<file path="config.mk">
export PLATFORM = sky130hd
export DESIGN_NAME = fswm_load_seq
export DESIGN_NICKNAME = d
export VERILOG_FILES = /design/src/rtl/fswm_pkg.sv /design/src/rtl/fswm_skid2.sv /design/src/rtl/fswm_load_seq.sv
export SDC_FILE = /design/constraint.sdc
export NUM_CORES = 1
export LEC_CHECK = 0
export BUFFER_PORTS_ARGS = -buffer_cell sky130_fd_sc_hd__buf_4
export CAP_MARGIN = 0
export CORE_AREA = 5 5 110 112
export DETAILED_ROUTE_END_ITERATION = 16
export DIE_AREA = 0 0 115 117
export HOLD_SLACK_MARGIN = 0.12
export PLACE_DENSITY = 0.66
export SETUP_SLACK_MARGIN = 0.4
export SLEW_MARGIN = 25
export SYNTH_ARGS = -nofsm -noshare
export SYNTH_HDL_FRONTEND = slang
export SYNTH_SLANG_ARGS = --single-unit
</file>
<file path="constraint.sdc">
create_clock -name Clock -period 4.2 [get_ports Clock]
set_clock_uncertainty 0.1 [all_clocks]
set_input_delay 0.42 -clock Clock [delete_from_list [all_inputs] [get_ports Clock]]
set_output_delay 0.42 -clock Clock [all_outputs]
set_load 0.02 [all_outputs]
</file>
<file path="src/rtl/fswm_pkg.sv">
// Shared definitions for the FSWM waveform-memory load path.
// Latency: n/a (types and constants only).
// Backpressure: n/a.
package fswm_pkg;

  localparam int FSWM_AW = 12;  // waveform memory address width (depth 4096)
  localparam int FSWM_DW = 12;  // sample width

  typedef enum logic [1:0] {
    IDLE = 2'd0,
    LOAD = 2'd1,
    FIN  = 2'd2
  } fswm_ld_state_t;

endpackage

</file>
<file path="src/rtl/fswm_skid2.sv">
// Two-entry skid buffer with registered ready, feeding the load sequencer.
// Latency: an entry pushed at edge N is visible at head from edge N (head_vld next cycle).
// Backpressure: push_rdy is registered; it is high only when 'allow' and a free slot remains.
// Ports:
//   Clock, Reset         shared clock / async active-high reset
//   allow                caller permits accepting in the coming cycle
//   flush                drop all entries and any push on this edge
//   push_vld/_dat/_rdy   upstream valid/ready handshake
//   pop                  consume head entry (ignored when empty)
//   head_vld, head_dat   oldest entry
module fswm_skid2 #(
  parameter int DW = 12
) (
  input  logic          Clock,
  input  logic          Reset,
  input  logic          allow,
  input  logic          flush,
  input  logic          push_vld,
  input  logic [DW-1:0] push_dat,
  output logic          push_rdy,
  input  logic          pop,
  output logic          head_vld,
  output logic [DW-1:0] head_dat
);

  logic [DW-1:0] mem [2];
  logic          wp;
  logic          rp;
  logic [1:0]    cnt;
  logic [1:0]    cnt_nx;
  logic          push;
  logic          do_pop;

  assign push     = push_vld && push_rdy;
  assign do_pop   = pop && (cnt != 2'd0);
  assign cnt_nx   = flush ? 2'd0 : (cnt + {1'b0, push} - {1'b0, do_pop});
  assign head_vld = (cnt != 2'd0);
  assign head_dat = mem[rp];

  // Ready is computed from the post-edge occupancy so it never advertises
  // a slot that will not exist when the next transfer lands.
  always_ff @(posedge Clock or posedge Reset) begin
    if (Reset) begin
      cnt      <= 2'd0;
      wp       <= 1'b0;
      rp       <= 1'b0;
      push_rdy <= 1'b0;
    end else begin
      cnt      <= cnt_nx;
      push_rdy <= allow && (cnt_nx != 2'd2);
      if (flush) begin
        wp <= 1'b0;
        rp <= 1'b0;
      end else begin
        if (push)   wp <= ~wp;
        if (do_pop) rp <= ~rp;
      end
    end
  end

  // Storage needs no reset: occupancy alone decides what is valid.
  always_ff @(posedge Clock) begin
    if (push && !flush) mem[wp] <= push_dat;
  end

endmodule

</file>
<file path="src/rtl/fswm_load_seq.sv">
// Write sequencer: turns a valid/ready sample burst into registered FSWM writes from a base address.
// Latency: sample accepted at edge N is written (Wout) at edge N+1 at the earliest; 1 write/cycle.
// Backpressure: InReady registered, high only in LOAD with buffer space and samples still owed.
// Ports:
//   Clock, Reset               clock / async active-high reset
//   Start, Abort               burst start pulse (IDLE only) / abort level (LOAD only)
//   BaseAddr, Length           first address and sample count (1..2**AW), captured on Start
//   InValid, InData, InReady   sample handshake
//   Wout, Aout, Dout           registered write strobe, address, data
//   Busy, Done, Err            burst active / normal-finish pulse / error-or-abort pulse
module fswm_load_seq
  import fswm_pkg::*;
#(
  parameter int AW = FSWM_AW,
  parameter int DW = FSWM_DW
) (
  input  logic          Clock,
  input  logic          Reset,
  input  logic          Start,
  input  logic          Abort,
  input  logic [AW-1:0] BaseAddr,
  input  logic [AW:0]   Length,
  input  logic          InValid,
  input  logic [DW-1:0] InData,
  output logic          InReady,
  output logic          Wout,
  output logic [AW-1:0] Aout,
  output logic [DW-1:0] Dout,
  output logic          Busy,
  output logic          Done,
  output logic          Err
);

  fswm_ld_state_t state;
  fswm_ld_state_t state_nx;
  logic [AW-1:0]  addr;
  logic [AW:0]    rem;      // writes still to issue
  logic [AW:0]    acc_rem;  // samples still to accept
  logic [AW:0]    acc_nx;
  logic           head_vld;
  logic [DW-1:0]  head_dat;
  logic           push;
  logic           start_ok;
  logic           start_bad;
  logic           wr_go;
  logic           last_wr;
  logic           abort_go;
  logic           allow;

  assign push      = InValid && InReady;
  assign start_ok  = (state == IDLE) && Start && (Length != '0);
  assign start_bad = (state == IDLE) && Start && (Length == '0);
  assign wr_go     = (state == LOAD) && head_vld && (rem != '0);
  assign last_wr   = wr_go && (rem == (AW+1)'(1));
  // A final write on the abort edge finishes the burst normally instead.
  assign abort_go  = (state == LOAD) && Abort && !last_wr;

  always_comb begin
    state_nx = state;
    case (state)
      IDLE:    if (start_ok) state_nx = LOAD;
      LOAD: begin
        if (last_wr)       state_nx = FIN;
        else if (abort_go) state_nx = IDLE;
      end
      FIN:     state_nx = IDLE;
      default: state_nx = IDLE;
    endcase
  end

  always_comb begin
    if (start_ok)      acc_nx = Length;
    else if (abort_go) acc_nx = '0;
    else               acc_nx = acc_rem - {{AW{1'b0}}, push};
  end

  // Accept only while a further sample is owed, so nothing beyond Length
  // is ever taken from the source.
  assign allow = (state_nx == LOAD) && (acc_nx != '0);

  fswm_skid2 #(.DW(DW)) u_skid (
    .Clock    (Clock),
    .Reset    (Reset),
    .allow    (allow),
    .flush    (abort_go),
    .push_vld (InValid),
    .push_dat (InData),
    .push_rdy (InReady),
    .pop      (wr_go),
    .head_vld (head_vld),
    .head_dat (head_dat)
  );

  always_ff @(posedge Clock or posedge Reset) begin
    if (Reset) begin
      state   <= IDLE;
      addr    <= '0;
      rem     <= '0;
      acc_rem <= '0;
      Wout    <= 1'b0;
      Aout    <= '0;
      Dout    <= '0;
      Busy    <= 1'b0;
      Done    <= 1'b0;
      Err     <= 1'b0;
    end else begin
      state   <= state_nx;
      acc_rem <= acc_nx;
      Wout    <= 1'b0;
      Done    <= 1'b0;
      Err     <= 1'b0;
      case (state)
        IDLE: begin
          if (start_ok) begin
            addr <= BaseAddr;
            rem  <= Length;
            Busy <= 1'b1;
          end else if (start_bad) begin
            Err <= 1'b1;
          end
        end
        LOAD: begin
          if (wr_go) begin
            Wout <= 1'b1;
            Aout <= addr;
            Dout <= head_dat;
            addr <= addr + AW'(1);  // wraps at memory depth
            rem  <= rem - (AW+1)'(1);
          end
          if (abort_go) begin
            Busy <= 1'b0;
            Err  <= 1'b1;
          end
        end
        FIN: begin
          Done <= 1'b1;
          Busy <= 1'b0;
        end
        default: ;
      endcase
    end
  end

endmodule

</file>
# Word-level counts from Yosys, hierarchy flattened
# Memories as Yosys holds them, arrays and structs flattened. A register that Yosys moved wholly into a read port is not among the register bits.
# Cells that the tools add are included.
word_totals:
  word_cells: 86
  input_bits: 42
  memories: 1
  register_bits: 61
  mem_bits_rw: 24
mem_list:
  columns: ["memory", "words", "width", "read_ports", "rd_ports_with_merged_regs", "wr", "line_no", "text"]
  rows:
  - ["u_skid.mem", 2, 12, 1, 1, 1, "fswm_skid2.sv:26", "logic [DW-1:0] mem [2];"]
classes:
  n_bitwise: 2
  n_mux: 29
  n_eq_ne: 8
  reduce_logical: 28
  addsub: 5
ops:
  columns: ["operator", "n"]
  rows:
  - ["$mux 13", 4]
  - ["$reduce_bool 13->1", 3]
  - ["$pmux 13 s2", 1]
  - ["$mux 12", 2]
  - ["$pmux 12 s2", 1]
  - ["$mux 1", 14]
  - ["$eq 13x1->1 const B", 1]
  - ["$logic_and 1x1->1", 13]
  - ["$logic_not 13->1", 1]
  - ["$sub 13x1->13", 1]
  - ["$sub 13x1->13 const B", 1]
  - ["$add 12x1->12 const B", 1]
  - ["$mux 2", 4]
  - ["$reduce_bool 2->1", 4]
  - ["$reduce_and 3->1", 2]
  - ["$eq 2x1->1 const B", 2]
  - ["$ne 2x1->1 const B", 2]
  - ["$ne 2x2->1 const B", 2]
  - ["$pmux 2 s2", 1]
  - ["$pmux 1 s3", 1]
  - ["$reduce_bool 3->1", 1]
  - ["$add 2x1->2", 1]
  - ["$eq 2x2->1 const B", 1]
  - ["$logic_not 1->1", 2]
  - ["5 further kinds", 6]

# Depth between registers and ports, before layout
depth:
  depth_word: 12
  depth_mapped: 13
  mapped_depth_nobuf: 12

# Cells and area by module
# Synthesis repeated with hierarchy kept, for this count alone.
unflattened:
  cells_unflattened: 433
  area_unflattened_um2: 4814.6
modules_own_cells:
  columns: ["mod", "area_per_inst_um2", "instances", "cells_per_inst"]
  rows:
  - ["fswm_load_seq", 3694.8, 1, 371]
  - ["fswm_skid2", 1119.8, 1, 62]

# Worst setup path after synthesis
# No wires, ideal clock.
synth_path:
  path_type: "reg-to-reg"
  start: "register rem[4]"
  end: "memory u_skid.mem[1][0], enable pin"
  arrival_time_ns: 2.305
  setup_slack_ns: 1.396
  path_stages_with_launch: 7
  n_path_buf: 2
  period_less_slack_ns: 2.804
  path_cell_list: "dfrtp_1 clkbuf_1 nor4_4 and4_1 a21oi_1 buf_2 nor3b_1"
synth_via:
  elab_chain_len: 9
  word_cells_on_any_way: 10
  cone_classes: "eq/ne (1); mux (2); reduce/logical (7)"
synth_rtl:
  columns: ["item", "line_no", "text"]
  rows:
  - ["start: declaration", "fswm_load_seq.sv:37", "logic [AW:0] rem;"]
  - ["start signal: assignment", "fswm_load_seq.sv:116", "rem <= Length;"]
  - ["start signal: assignment", "fswm_load_seq.sv:128", "rem <= rem - (AW+1)'(1);"]
  - ["$reduce_bool 13->1", "fswm_load_seq.sv:53", "assign wr_go = (state == LOAD) && head_vld && (rem != '0);"]
  - ["$logic_and 1x1->1", "fswm_load_seq.sv:53", null]
  - ["$logic_and 1x1->1 *", "fswm_load_seq.sv:54", "assign last_wr = wr_go && (rem == (AW+1)'(1));"]
  - ["$logic_not 1->1 *", "fswm_load_seq.sv:56", "assign abort_go = (state == LOAD) && Abort && !last_wr;"]
  - ["$logic_and 1x1->1 *", "fswm_load_seq.sv:56", null]
  - ["$logic_not 1->1 *", "fswm_skid2.sv:63", "if (push && !flush) mem[wp] <= push_dat;"]
  - ["$logic_and 1x1->1 *", "fswm_skid2.sv:63", null]
  - ["$mux 1 *", "fswm_skid2.sv:63", null]
  - ["$mux 1 (implied by the code) *", "fswm_skid2.sv:63", null]
  - ["end: declaration", "fswm_skid2.sv:26", null]
# Every way passes the cells marked *; elsewhere a longest branch is shown, timed or not.

# Worst setup path in the final report
layout_path:
  start: "register state[1]"
  end: "register rem[5]"
layout_via:
  elab_chain_len: 5
  word_cells_on_any_way: 11
  cone_classes: "eq/ne (3); mux (1); reduce/logical (7)"
layout_rtl:
  columns: ["item", "line_no", "text"]
  rows:
  - ["start: declaration", "fswm_load_seq.sv:34", "fswm_ld_state_t state;"]
  - ["start signal: assignment", "fswm_load_seq.sv:107", "state <= state_nx;"]
  - ["$eq 2x1->1 / $logic_not 2->1 (equally long branches)", "fswm_load_seq.sv:53, fswm_load_seq.sv:112, fswm_load_seq.sv:51", null]
  - ["$logic_and 1x1->1 (on tied branches) (2 in series)", "fswm_load_seq.sv:53, fswm_load_seq.sv:51", null]
  - ["$ne 2x1->1 (no source line) / $ne 2x2->1 (equally long branches)", null, null]
  - ["$reduce_and 3->1 (no source line)", null, null]
# Parallel ways exist; a longest one is shown, timed or not.
# A chain may end at the register's enable or synchronous reset.

==> summary.txt <==
Status
  – Outcome: complete, no violations

Die
  – Site Rows: 39
  – Initial Util: 0.416
  – Ports: 71
  – Core Box Area: 11,100 sq um
  – Die Width: 115 um
  – Die Y: 117 um
  – Die ar.: 13,500 sq um

Power
  – Maximum vdd drop: 337 uV
  – Final Total Pwr: 4.39 mW
  – PD cells: 778 nW/um^2
  – Cell leakage power: 2.32 nW

Timing
  – Actual slew at the worst max-slew pin: 0.977 ns
  – Post-route minimum period: 2.98 ns
  – Setup TNS: 0 ns
  – Max_slew headroom: 0.346
  – Final period util: 0.709
  – Final setup viols: 0
  – Fmax: 336 MHz
  – RSZ-0062 raised after global routing: false
  – Final Hold Viols: 0
  – Slew Limit Fails: 0

GRT
  – GR Util met2: 0.273
  – Met3 usage: 0.0365
  – Vias in the first global route: 3,547
  – Largest net degree at the start of global routing: 49
  – Grt met1 use: 0.214
  – Overall routing resource usage: 0.164
  – First-pass GRT wire length: 17,500 um
  – Busiest grt layer: met2
  – GRT Residual Overflow: 0
  – Initial antenna violation count: 0

Logic synthesis
  – Top cells by area, synth: dfrtp_1, edfxtp_1, o21ai_0
  – Synth top cells by count: dfrtp_1, o21ai_0, a21oi_1
  – Cell count after synthesis: 439
  – Post-synth EDFFs: 24
  – Most numerous cell in the Yosys netlist: dfrtp_1
  – Warnings, synthesis: 0
  – Unique masters post-synth: 52
  – Syn Nets: 492
  – Largest area contributor in the netlist: dfrtp_1
  – Post-synth ARST share: 0.753
  – Mapped Area: 4630 sq um
  – Seq/Total Area, Yosys: 0.550
  – Syn avg cell area: 10.6 sq um
  – Synth top area share: 0.394
  – Flops & latches, synth: 97
  – Post-synth top flop: dfrtp_1

Detailed routing
  – Routed len/inst: 16.0 um
  – Length of the first detailed-routing pass in iterations: 4
  – Iter 0 DRT Violations: 113
  – Post-route DRC: 0
  – DR vias: 3,503
  – Post-route ant nets: 0
  – Via density: 5.37
  – DRT Wirelength: 10,400 um

Worst setup path
  – Delay-heaviest family, CP: compound AO/OA/AOI/OAI gates
  – CP Launch Type: register
  – CP Capture Type: register
  – Buf/Inv on CP: 3
  – Most Frequent Cell on Critical Path: buf_4
  – CP required: 4.32 ns
  – CP peak stage delay: 0.57 ns
  – Crit path max fanout: 23
  – Worst path slowest cell: a2bb2oi_2
  – Critical path class: reg -> reg
  – WP data arrival: 3.10 ns
  – Crit path cell chain: inv_1 -> ha_1 -> buf_4 -> o21ai_0 -> a41oi_4 -> a2bb2oi_2 -> buf_4 -> nand2_1 -> o22ai_1 -> a21oi_1

CTS
  – Number of H-tree levels: 3
  – Clk buf depth: 2
  – Clk root buf: clkbuf_16
  – Setup Buffers After CTS: 0
  – Clk_lat worst skew: 0.34 ns
  – Clk slew on worst S/H paths: 0.08 ns
  – CTS tree: yes
  – CTS Buf Count: 9
  – CTS Sinks: 97

Finish
  – Diodes inserted: 0
  – Layout cells sized above 1: 0.238
  – Final nets: 557
  – Fillers: 1,017
  – Area Overhead vs Synth: 21.9%

Placed design
  – Port Buffers: 70
  – Final HPWL DP: 7470 um
  – Final GP Congestion: 0.861

Hold path
  – Worst Hold Class: in -> reg

Run
  – Max-capacitance violation count: 0
worst register-to-register path, cell delays in order (launching register included):
cell and delay, ns:
dfrtp_1 0.42, inv_1 0.09, ha_1 0.16, buf_4 0.25, o21ai_0 0.22, a41oi_4 0.25, a2bb2oi_2 0.57, buf_4 0.38
nand2_1 0.18, o22ai_1 0.18, a21oi_1 0.06
kinds of logic (layout without fill, tap and decap cells):
family,after synthesis,in the layout,synth area share
AND/OR/NAND/NOR,136,136,0.152
AO/OA/AOI/OAI,116,116,0.148
multiplexers,26,26,0.0594
flip-flops,97,97,0.550
adder cells (fa/ha/maj),11,11,0.0297
XOR/XNOR,15,15,0.0284
buffers and inverters,38,108,0.0324
flip-flops by register name (all words and copies together) (netlist names), 2 cells and up:
name,flops
Aout,12
u_skid.cnt,2
addr,12
Dout,12
state,2
rem,13
u_skid.mem,24
acc_rem,13
layer usage:
metal | part of all wire | wire [um]
met1 | 0.44 | 4630
met2 | 0.50 | 5260
met3 | 0.037 | 389
met4 | 0.015 | 157
met5 | 0 | 0
what timing repair did:
item                      in CTS  in global routing
hold buffers                   1                  0
hold endpoints to repair      25                  0
resized for setup              0                  0
power by group:
part	internal, mW	total (mW)	switching [mW]
Clock	0.426	0.824	0.397
Combinational	0.829	1.90	1.07
Sequential	1.34	1.67	0.333
final cells by class:
cell class              count  area [sq um]  share of cell area
clock buffers               9           225              0.0399
clock inverters             7          81.3              0.0144
inverters                  15          56.3             0.00997
multi-input cells         304          1980               0.350
flip-flops and latches     97          2550               0.451
well taps                 143           179              0.0317
repair buffers             77           581               0.103
cell usage in the layout (no fill, tap or decap), drive strengths merged, types with 2 or more instances in the layout:
cell type	Yosys	layout
a211oi	2	2
clkbuf	15	9
a31oi	4	4
o21a	3	3
a41oi	2	2
o22a	3	3
nor4	8	8
nand3	20	20
mux2	12	12
o22ai	9	9
or2	3	3
a22oi	2	2
buf	8	76
nand2	35	35
a2bb2oi	3	3
o21ai	40	40
xor2	4	4
or3	2	2
xnor2	11	11
and3	7	7
clkinv	0	4
dfrtp	73	73
o211ai	3	3
nor3	9	9
nand2b	6	6
inv	15	18
a21oi	38	38
mux2i	14	14
nor3b	4	4
edfxtp	24	24
nor2b	4	4
nor2	31	31
or4	2	2
ha	11	11
metrics by stage:
step	utilization	cells	worst slack, ns	area (sq um)	hold slack [ns]
floorplan	-	439	1.40	4630	0.367
global placement	0.478	635	1.28	5320	0.384
detailed placement	0.478	635	1.24	5320	0.400
CTS	0.507	652	1.22	5640	0.143
global route	0.507	652	0.948	5650	0.141
finish	0.507	652	1.22	5650	0.153
worst paths after layout:
kind                                     from                         end  slack (ns)  cells after the start
setup / recovery           state[1]$_DFF_PP0_          rem[5]$_DFFE_PP0P_        1.22                     10
hold / removal                      InData[7]  u_skid.mem[1][7]$_DFFE_PP_        0.15                      1
setup reg to reg           state[1]$_DFF_PP0_          rem[5]$_DFFE_PP0P_        1.22                     10
hold reg to reg              Busy$_DFFE_PP0P_            Busy$_DFFE_PP0P_        0.41                      2
max in group asynchronous               Reset        acc_rem[1]$_DFF_PP0_        2.40                      4
min in group asynchronous               Reset         Aout[7]$_DFFE_PP0P_        0.57                      3
Power figures use the tool's default switching activity.
